## config.mk

```make
export PLATFORM = sky130hd
export DESIGN_NAME = membus_burst_bridge
export DESIGN_NICKNAME = d
export VERILOG_FILES = /design/src/rtl/membus_burst_bridge.sv
export SDC_FILE = /design/constraint.sdc
export NUM_CORES = 1
export LEC_CHECK = 0
export BUFFER_PORTS_ARGS = -buffer_cell sky130_fd_sc_hd__buf_2
export CAP_MARGIN = 20
export CORE_AREA = 5 5 251 253
export CTS_CLUSTER_DIAMETER = 30
export DETAILED_ROUTE_END_ITERATION = 6
export DIE_AREA = 0 0 256 258
export REMOVE_ABC_BUFFERS = 1
export SETUP_SLACK_MARGIN = 0.02
export SLEW_MARGIN = 25
export SYNTH_ARGS = -nofsm -noshare
export SYNTH_HDL_FRONTEND = slang
export SYNTH_SLANG_ARGS = --single-unit
```

## constraint.sdc

```tcl
create_clock -name clk -period 3.5 [get_ports clk]
set_input_delay 0.7 -clock clk [delete_from_list [all_inputs] [get_ports clk]]
set_output_delay 0.7 -clock clk [all_outputs]
set_load 0.03 [all_outputs]
```

## src/rtl/membus_burst_bridge.sv

```systemverilog
// Cache-line membus slave to word-wide DDR master; read commands pipeline ahead of returning data.
// Latency: 1 cycle request capture, then one beat per accepted command, resp one cycle after the last beat/return.
// Backpressure: beats advance only on ddr_cmd_valid_o & ddr_cmd_ready_i. Optional MEMBUS_BRIDGE_CRITICAL_WORD_FIRST_EN.
module membus_burst_bridge #(
    parameter int addr_bits = 32,
    parameter int line_bits = 256,
    parameter int word_bits = 32
) (
    input  logic                 clk,
    input  logic                 rst,
    input  logic [addr_bits-1:0] membus_addr_i,
    input  logic                 membus_read_i,
    input  logic                 membus_write_i,
    input  logic [line_bits-1:0] membus_wdata_i,
    output logic [line_bits-1:0] membus_rdata_o,
    output logic                 membus_resp_o,
    output logic                 ddr_cmd_valid_o,
    input  logic                 ddr_cmd_ready_i,
    output logic                 ddr_cmd_we_o,
    output logic [addr_bits-1:0] ddr_cmd_addr_o,
    output logic [word_bits-1:0] ddr_cmd_wdata_o,
    input  logic                 ddr_rdata_valid_i,
    input  logic [word_bits-1:0] ddr_rdata_i
);
    localparam int BEATS    = line_bits / word_bits;
    localparam int CNT_W    = (BEATS > 1) ? $clog2(BEATS) : 1;
    localparam int LINE_OFF = $clog2(line_bits / 8);
    localparam int WORD_OFF = $clog2(word_bits / 8);
    localparam logic [CNT_W-1:0] CNT_LAST = CNT_W'(BEATS - 1);
    localparam logic [CNT_W-1:0] CNT_ONE  = CNT_W'(1);

    typedef enum logic [1:0] {IDLE, WRITE, READ, RESP} state_t;

    state_t               state_q, state_d;
    logic [addr_bits-1:0] base_q, base_d;
    logic [line_bits-1:0] wdata_q, wdata_d;
    logic [line_bits-1:0] rdata_q, rdata_d;
    logic [CNT_W-1:0]     issue_cnt_q, issue_cnt_d;
    logic [CNT_W-1:0]     ret_cnt_q, ret_cnt_d;
    logic [CNT_W-1:0]     start_q, start_d;
    logic                 issue_done_q, issue_done_d;
    logic                 ret_done_q, ret_done_d;

    logic [CNT_W-1:0]     iss_slot, ret_slot, req_start;
    logic                 cmd_fire, ret_fire;

`ifdef MEMBUS_BRIDGE_CRITICAL_WORD_FIRST_EN
    logic unused_addr_bits;
    assign req_start        = membus_addr_i[WORD_OFF +: CNT_W];
    assign unused_addr_bits = ^membus_addr_i[WORD_OFF-1:0];
`else
    logic unused_addr_bits;
    assign req_start        = '0;
    assign unused_addr_bits = ^membus_addr_i[LINE_OFF-1:0];
`endif

    // Slot arithmetic wraps modulo BEATS through the counter width.
    assign iss_slot = start_q + issue_cnt_q;
    assign ret_slot = start_q + ret_cnt_q;

    always_comb begin
        ddr_cmd_valid_o = (state_q == WRITE) || ((state_q == READ) && !issue_done_q);
        ddr_cmd_we_o    = (state_q == WRITE);
        ddr_cmd_addr_o  = '0;
        ddr_cmd_wdata_o = '0;
        if (ddr_cmd_valid_o) begin
            ddr_cmd_addr_o = base_q | (addr_bits'(iss_slot) << WORD_OFF);
        end
        if (ddr_cmd_we_o) begin
            ddr_cmd_wdata_o = wdata_q[iss_slot*word_bits +: word_bits];
        end
    end

    assign membus_resp_o  = (state_q == RESP);
    assign membus_rdata_o = rdata_q;
    assign cmd_fire       = ddr_cmd_valid_o && ddr_cmd_ready_i;
    assign ret_fire       = (state_q == READ) && ddr_rdata_valid_i && !ret_done_q;

    always_comb begin
        state_d      = state_q;
        base_d       = base_q;
        wdata_d      = wdata_q;
        rdata_d      = rdata_q;
        issue_cnt_d  = issue_cnt_q;
        ret_cnt_d    = ret_cnt_q;
        start_d      = start_q;
        issue_done_d = issue_done_q;
        ret_done_d   = ret_done_q;

        case (state_q)
            IDLE: begin
                issue_cnt_d  = '0;
                ret_cnt_d    = '0;
                issue_done_d = 1'b0;
                ret_done_d   = 1'b0;
                if (membus_write_i || membus_read_i) begin
                    base_d  = {membus_addr_i[addr_bits-1:LINE_OFF], {LINE_OFF{1'b0}}};
                    wdata_d = membus_wdata_i;
                end
                if (membus_write_i) begin
                    state_d = WRITE;
                    start_d = '0;
                end else if (membus_read_i) begin
                    state_d = READ;
                    start_d = req_start;
                end
            end
            WRITE: begin
                if (cmd_fire) begin
                    issue_cnt_d = issue_cnt_q + CNT_ONE;
                    if (issue_cnt_q == CNT_LAST) begin
                        state_d = RESP;
                    end
                end
            end
            READ: begin
                if (cmd_fire) begin
                    issue_cnt_d = issue_cnt_q + CNT_ONE;
                    if (issue_cnt_q == CNT_LAST) begin
                        issue_done_d = 1'b1;
                    end
                end
                // Returns may arrive in the same cycle a later command is accepted.
                if (ret_fire) begin
                    rdata_d[ret_slot*word_bits +: word_bits] = ddr_rdata_i;
                    ret_cnt_d = ret_cnt_q + CNT_ONE;
                    if (ret_cnt_q == CNT_LAST) begin
                        ret_done_d = 1'b1;
                        state_d    = RESP;
                    end
                end
            end
            RESP: begin
                state_d = IDLE;
            end
            default: begin
                state_d = IDLE;
            end
        endcase
    end

    always_ff @(posedge clk) begin
        if (rst) begin
            state_q      <= IDLE;
            base_q       <= '0;
            wdata_q      <= '0;
            rdata_q      <= '0;
            issue_cnt_q  <= '0;
            ret_cnt_q    <= '0;
            start_q      <= '0;
            issue_done_q <= 1'b0;
            ret_done_q   <= 1'b0;
        end else begin
            state_q      <= state_d;
            base_q       <= base_d;
            wdata_q      <= wdata_d;
            rdata_q      <= rdata_d;
            issue_cnt_q  <= issue_cnt_d;
            ret_cnt_q    <= ret_cnt_d;
            start_q      <= start_d;
            issue_done_q <= issue_done_d;
            ret_done_q   <= ret_done_d;
        end
    end
endmodule

```

==> results.txt <==
----------------------------------------------------
[Placed design]
  Final Wtd Congestion ... just over 0.8
  Hpwl dp ... 52200 um
  Pre-CTS worst setup slack ... 0.621 ns
  Port buffer count ... 641
  Post-placement cell area ... 0.0259 mm^2

[Floorplanning]
  Horizontal extent of the die ... 256 um
  FP Rows ... 91
  Placeable core region ... 0.0608 mm^2
  Die area ... 0.0660 mm^2
  Initial standard-cell utilization of the core ... 36.5%
  Floorplan die height ... about 260 um
  IO Pins ... about 650

[STA]
  Setup TNS Final ... 0 ns
  Highest clock frequency the design can meet ... 0.307 GHz
  RSZ-0062 raised after global routing ... false
  Number of slew-limit violations in the final report ... 0
  Final Setup Violations ... 0
  Endpoints failing hold ... 0
  Portion of the clock cycle consumed by the worst path in the final layout ... 93.1%
  Clock Skews ... 0.0350 ns
  Final critical-path setup slack ... between 0.2 and 0.25 ns
  Slew @ Worst Pin ... 0.693 ns
  Post-layout min period ... 3.26 ns
  Worst rel slew slack ... a little over half

[Setup path]
  Required time of the critical path ... 2.80 ns
  Kind of critical path ... flop to output pin
  Longest individual stage delay on the worst path ... 0.59 ns
  Cell-by-cell listing of the critical path ... buf_12 > mux4_2 > mux2i_1 > nor2b_1 > buf_2
  Cell type of the slowest stage on the worst timing path ... sky130_fd_sc_hd__dfxtp_4
  Category of the worst setup path capture point ... output pin
  Worst Path Max Fanout ... 28
  Arrival time at the worst endpoint ... roughly 2.6 ns
  Critical Path Source Type ... flop

[Clock network]
  Clock-pin transition on the worst setup and hold timing paths ... 0.05 ns
  Clock latency on the worst-skew pair ... 0.64 ns
  Root buffer cell ... sky130_fd_sc_hd__clkbuf_16
  Maximum count of clock buffers along a single path ... 3
  Total clock sinks ... 549
  Number of buffers inserted during clock tree synthesis ... approximately 110
  Hold_buf cts ... 0
  H-tree Lvls ... 3
  CTS tree ... built

[Yosys]
  Number of different library cells in the post-synthesis netlist ... 46
  Biggest area contributors in the synthesized netlist ... sky130_fd_sc_hd__dfxtp_1 49%, sky130_fd_sc_hd__nand2_1 15%, sky130_fd_sc_hd__a21oi_1 12%
  Library cell occupying the most area in the post-synthesis netlist ... sky130_fd_sc_hd__dfxtp_1
  Avg Inst Size Synth ... 8.25 um^2
  Synth Instances ... between 2k and 3k
  Register area share after synthesis ... 49.5%
  Summed instance area of the synthesized netlist ... 0.0222 mm^2
  Portion of synthesized cell area occupied by the leading cell type ... 49.5%
  Synth Register Bits ... 549
  Synthesis Warnings ... 0

[Route]
  Vias per Instance ... 5.10
  Pre-Repair DR Iteration Count ... 6
  Total wirelength of the detailed-routed design ... 77900 um
  Detailed router's first-iteration violation count ... 1583
  Detail Route Antenna Nets ... 0
  Final routed DRC violation total ... 0
  Via total after detailed routing ... ~21k
  Routed len/inst ... 18.9 um

[Finish]
  Final layout net count ... between 3k and 4k
  Final cell area excluding filler cells ... 0.0299 mm^2
  Fraction of layout instances using a drive strength above 1 ... 29.3%
  Layout overhead on the synthesized area ... 34.5%
  Share of the core filled with cells in the final layout ... approximately 49%
  Number of fill cells in the layout ... 6018

[Hold path]
  Hold/Removal Path Class ... input pin to flop

[Pwr]
  VDD IR-drop max ... 0.497 mV
  Tot Pwr ... 0.0227 W
  Pwr per Cell Area ... around 760 mW/mm^2
  Static leakage ... 12.4 nW

[Global route]
  Antenna violations before repair ... 5
  Pin count of the biggest net entering global routing ... 127
  Combined global-route utilization of all metal layers ... 22.4%
  Global-route wire length before repair ... 119000 um
  Via count of the first global-routing pass ... 20.3k
  Total gr overflow ... 0

[Flow run]
  Number of maximum-capacitance constraint violations ... 0

[Run status]
  Outcome ... complete, no violations

----------------------------------------------------
-- area by class of cell --
type / count / area (um^2) / area share (%)
clock buffer: 139 / 3060 / 10.2
tap: 790 / 988 / 3.31
timing repair buffer: 698 / 3830 / 12.8
multi-input combinational: 1872 / 10000 / 33.6
sequential: 549 / 11000 / 36.8
antenna: 4 / 10.0 / 0.0335
clock inverter: 70 / 917 / 3.07
inverter: 9 / 33.8 / 0.113
-- power by group --
part	internal (W)	leakage (nW)	switching, W
clock network	0.00732	1.92	0.00359
logic	0.00153	6.03	0.00287
registers	0.00699	4.47	0.000368
-- worst paths after layout --
kind,start,to,slack [ns],depth (start not counted)
min,membus_wdata_i[229],wdata_q[229]$_SDFFE_PP0P_,0.29,3
max,issue_cnt_q[0]$_SDFFE_PP0P_,ddr_cmd_wdata_o[17],0.24,5
max reg2reg,ret_cnt_q[0]$_SDFFE_PP0P_,membus_rdata_o[115]$_SDFFE_PP0P_,0.62,9
min reg2reg,membus_rdata_o[232]$_SDFFE_PP0P_,membus_rdata_o[232]$_SDFFE_PP0P_,0.44,2
-- placed cells by master, fill, tap and decap left out, types with 3 or more instances in the layout --
master | netlist | layout
sky130_fd_sc_hd__dfxtp_1 | 549 | 546
sky130_fd_sc_hd__clkbuf_16 | 0 | 113
sky130_fd_sc_hd__a21oi_1 | 527 | 527
sky130_fd_sc_hd__mux4_2 | 64 | 64
sky130_fd_sc_hd__buf_12 | 0 | 15
sky130_fd_sc_hd__clkinv_2 | 0 | 20
sky130_fd_sc_hd__inv_6 | 0 | 6
sky130_fd_sc_hd__and2_1 | 30 | 30
sky130_fd_sc_hd__clkbuf_1 | 133 | 13
sky130_fd_sc_hd__ha_1 | 14 | 14
sky130_fd_sc_hd__mux2i_1 | 32 | 32
sky130_fd_sc_hd__and3_1 | 4 | 4
sky130_fd_sc_hd__nand4_1 | 3 | 3
sky130_fd_sc_hd__nand4b_1 | 4 | 4
sky130_fd_sc_hd__nor4b_4 | 4 | 4
sky130_fd_sc_hd__nand2_1 | 863 | 863
sky130_fd_sc_hd__buf_4 | 10 | 42
sky130_fd_sc_hd__inv_1 | 9 | 9
sky130_fd_sc_hd__bufinv_16 | 0 | 15
sky130_fd_sc_hd__nand3b_1 | 19 | 19
sky130_fd_sc_hd__diode_2 | 0 | 4
sky130_fd_sc_hd__nor2_1 | 7 | 7
sky130_fd_sc_hd__clkbuf_8 | 0 | 13
sky130_fd_sc_hd__clkinv_16 | 0 | 3
sky130_fd_sc_hd__nor2b_1 | 37 | 35
sky130_fd_sc_hd__clkinvlp_4 | 0 | 12
sky130_fd_sc_hd__clkinv_4 | 0 | 13
sky130_fd_sc_hd__buf_2 | 113 | 640
sky130_fd_sc_hd__nand3_1 | 232 | 231
-- cell usage after synthesis, drive strengths merged --
cell type / number
nand3b: 19
o311ai: 1
o21bai: 1
dfxtp: 549
or2: 1
mux2: 1
nor4b: 4
nand3: 232
or3: 1
and3: 4
nor2: 7
conb: 1
nand2: 863
ha: 14
a31oi: 2
nand2b: 2
mux2i: 32
and2: 30
clkbuf: 133
o21ai: 3
and3b: 1
buf: 130
o211ai: 1
inv: 9
a31o: 1
a211oi: 2
nand4: 3
mux4: 64
a222oi: 1
a2bb2oi: 1
nor3: 1
nor3b: 3
a21oi: 527
nor2b: 37
and2b: 2
and4: 1
and4b: 2
o31a: 1
nand4b: 5
-- metal layers --
layer	track usage, %	part of all wire (%)	vias up
met5	0	0.054	-
met4	7.11	2.3	6
met3	4.99	7.7	122
met2	36.7	47	879
met1	29.7	43	9882
li1	-	-	10200
-- flip-flops by register name, summed over array words and instances (netlist names) --
register and cells:
membus_rdata_o 256, wdata_q 256, base_q 27, issue_cnt_q 3, ret_cnt_q 3, state_q 2, issue_done_q 1, ret_done_q 1
-- logic make-up (layout without fill, tap and decap cells) --
kind of cell	count (synthesis)	in the layout	synth area share (%)
other	1	6	0.0169
adder cells (fa/ha/maj)	14	14	0.789
flip-flops	549	549	49.5
AND/OR/NAND/NOR	1218	1218	23.9
AO/OA/AOI/OAI	541	541	12.3
buffers and inverters	272	916	5.50
multiplexers	97	97	7.98
-- repair_timing --
action | in CTS | in global routing
gates resized for setup | 0 | 1
setup endpoints to repair | 0 | 1
setup buffers | 0 | 0
endpoints found under the hold margin | 0 | 0
-- worst max-delay path: cells and delay by family, from the launching register on --
| kind | cells | cell delay [ns] |
|---|---|---|
| buffers and inverters | 2 | 0.48 |
| muxes | 2 | 0.72 |
| DFF | 1 | 0.59 |
| and+or+nand+nor | 1 | 0.09 |
-- per-stage QoR --
step,cells,hold slack (ns)
2_1_floorplan,2430,0.426
3_3_place_gp,3918,0.435
3_5_place_dp,3918,0.442
4_1_cts,4127,0.234
5_1_grt,4129,0.251
6_report,4131,0.286
Note: power is estimated with default switching activity, not from simulation.
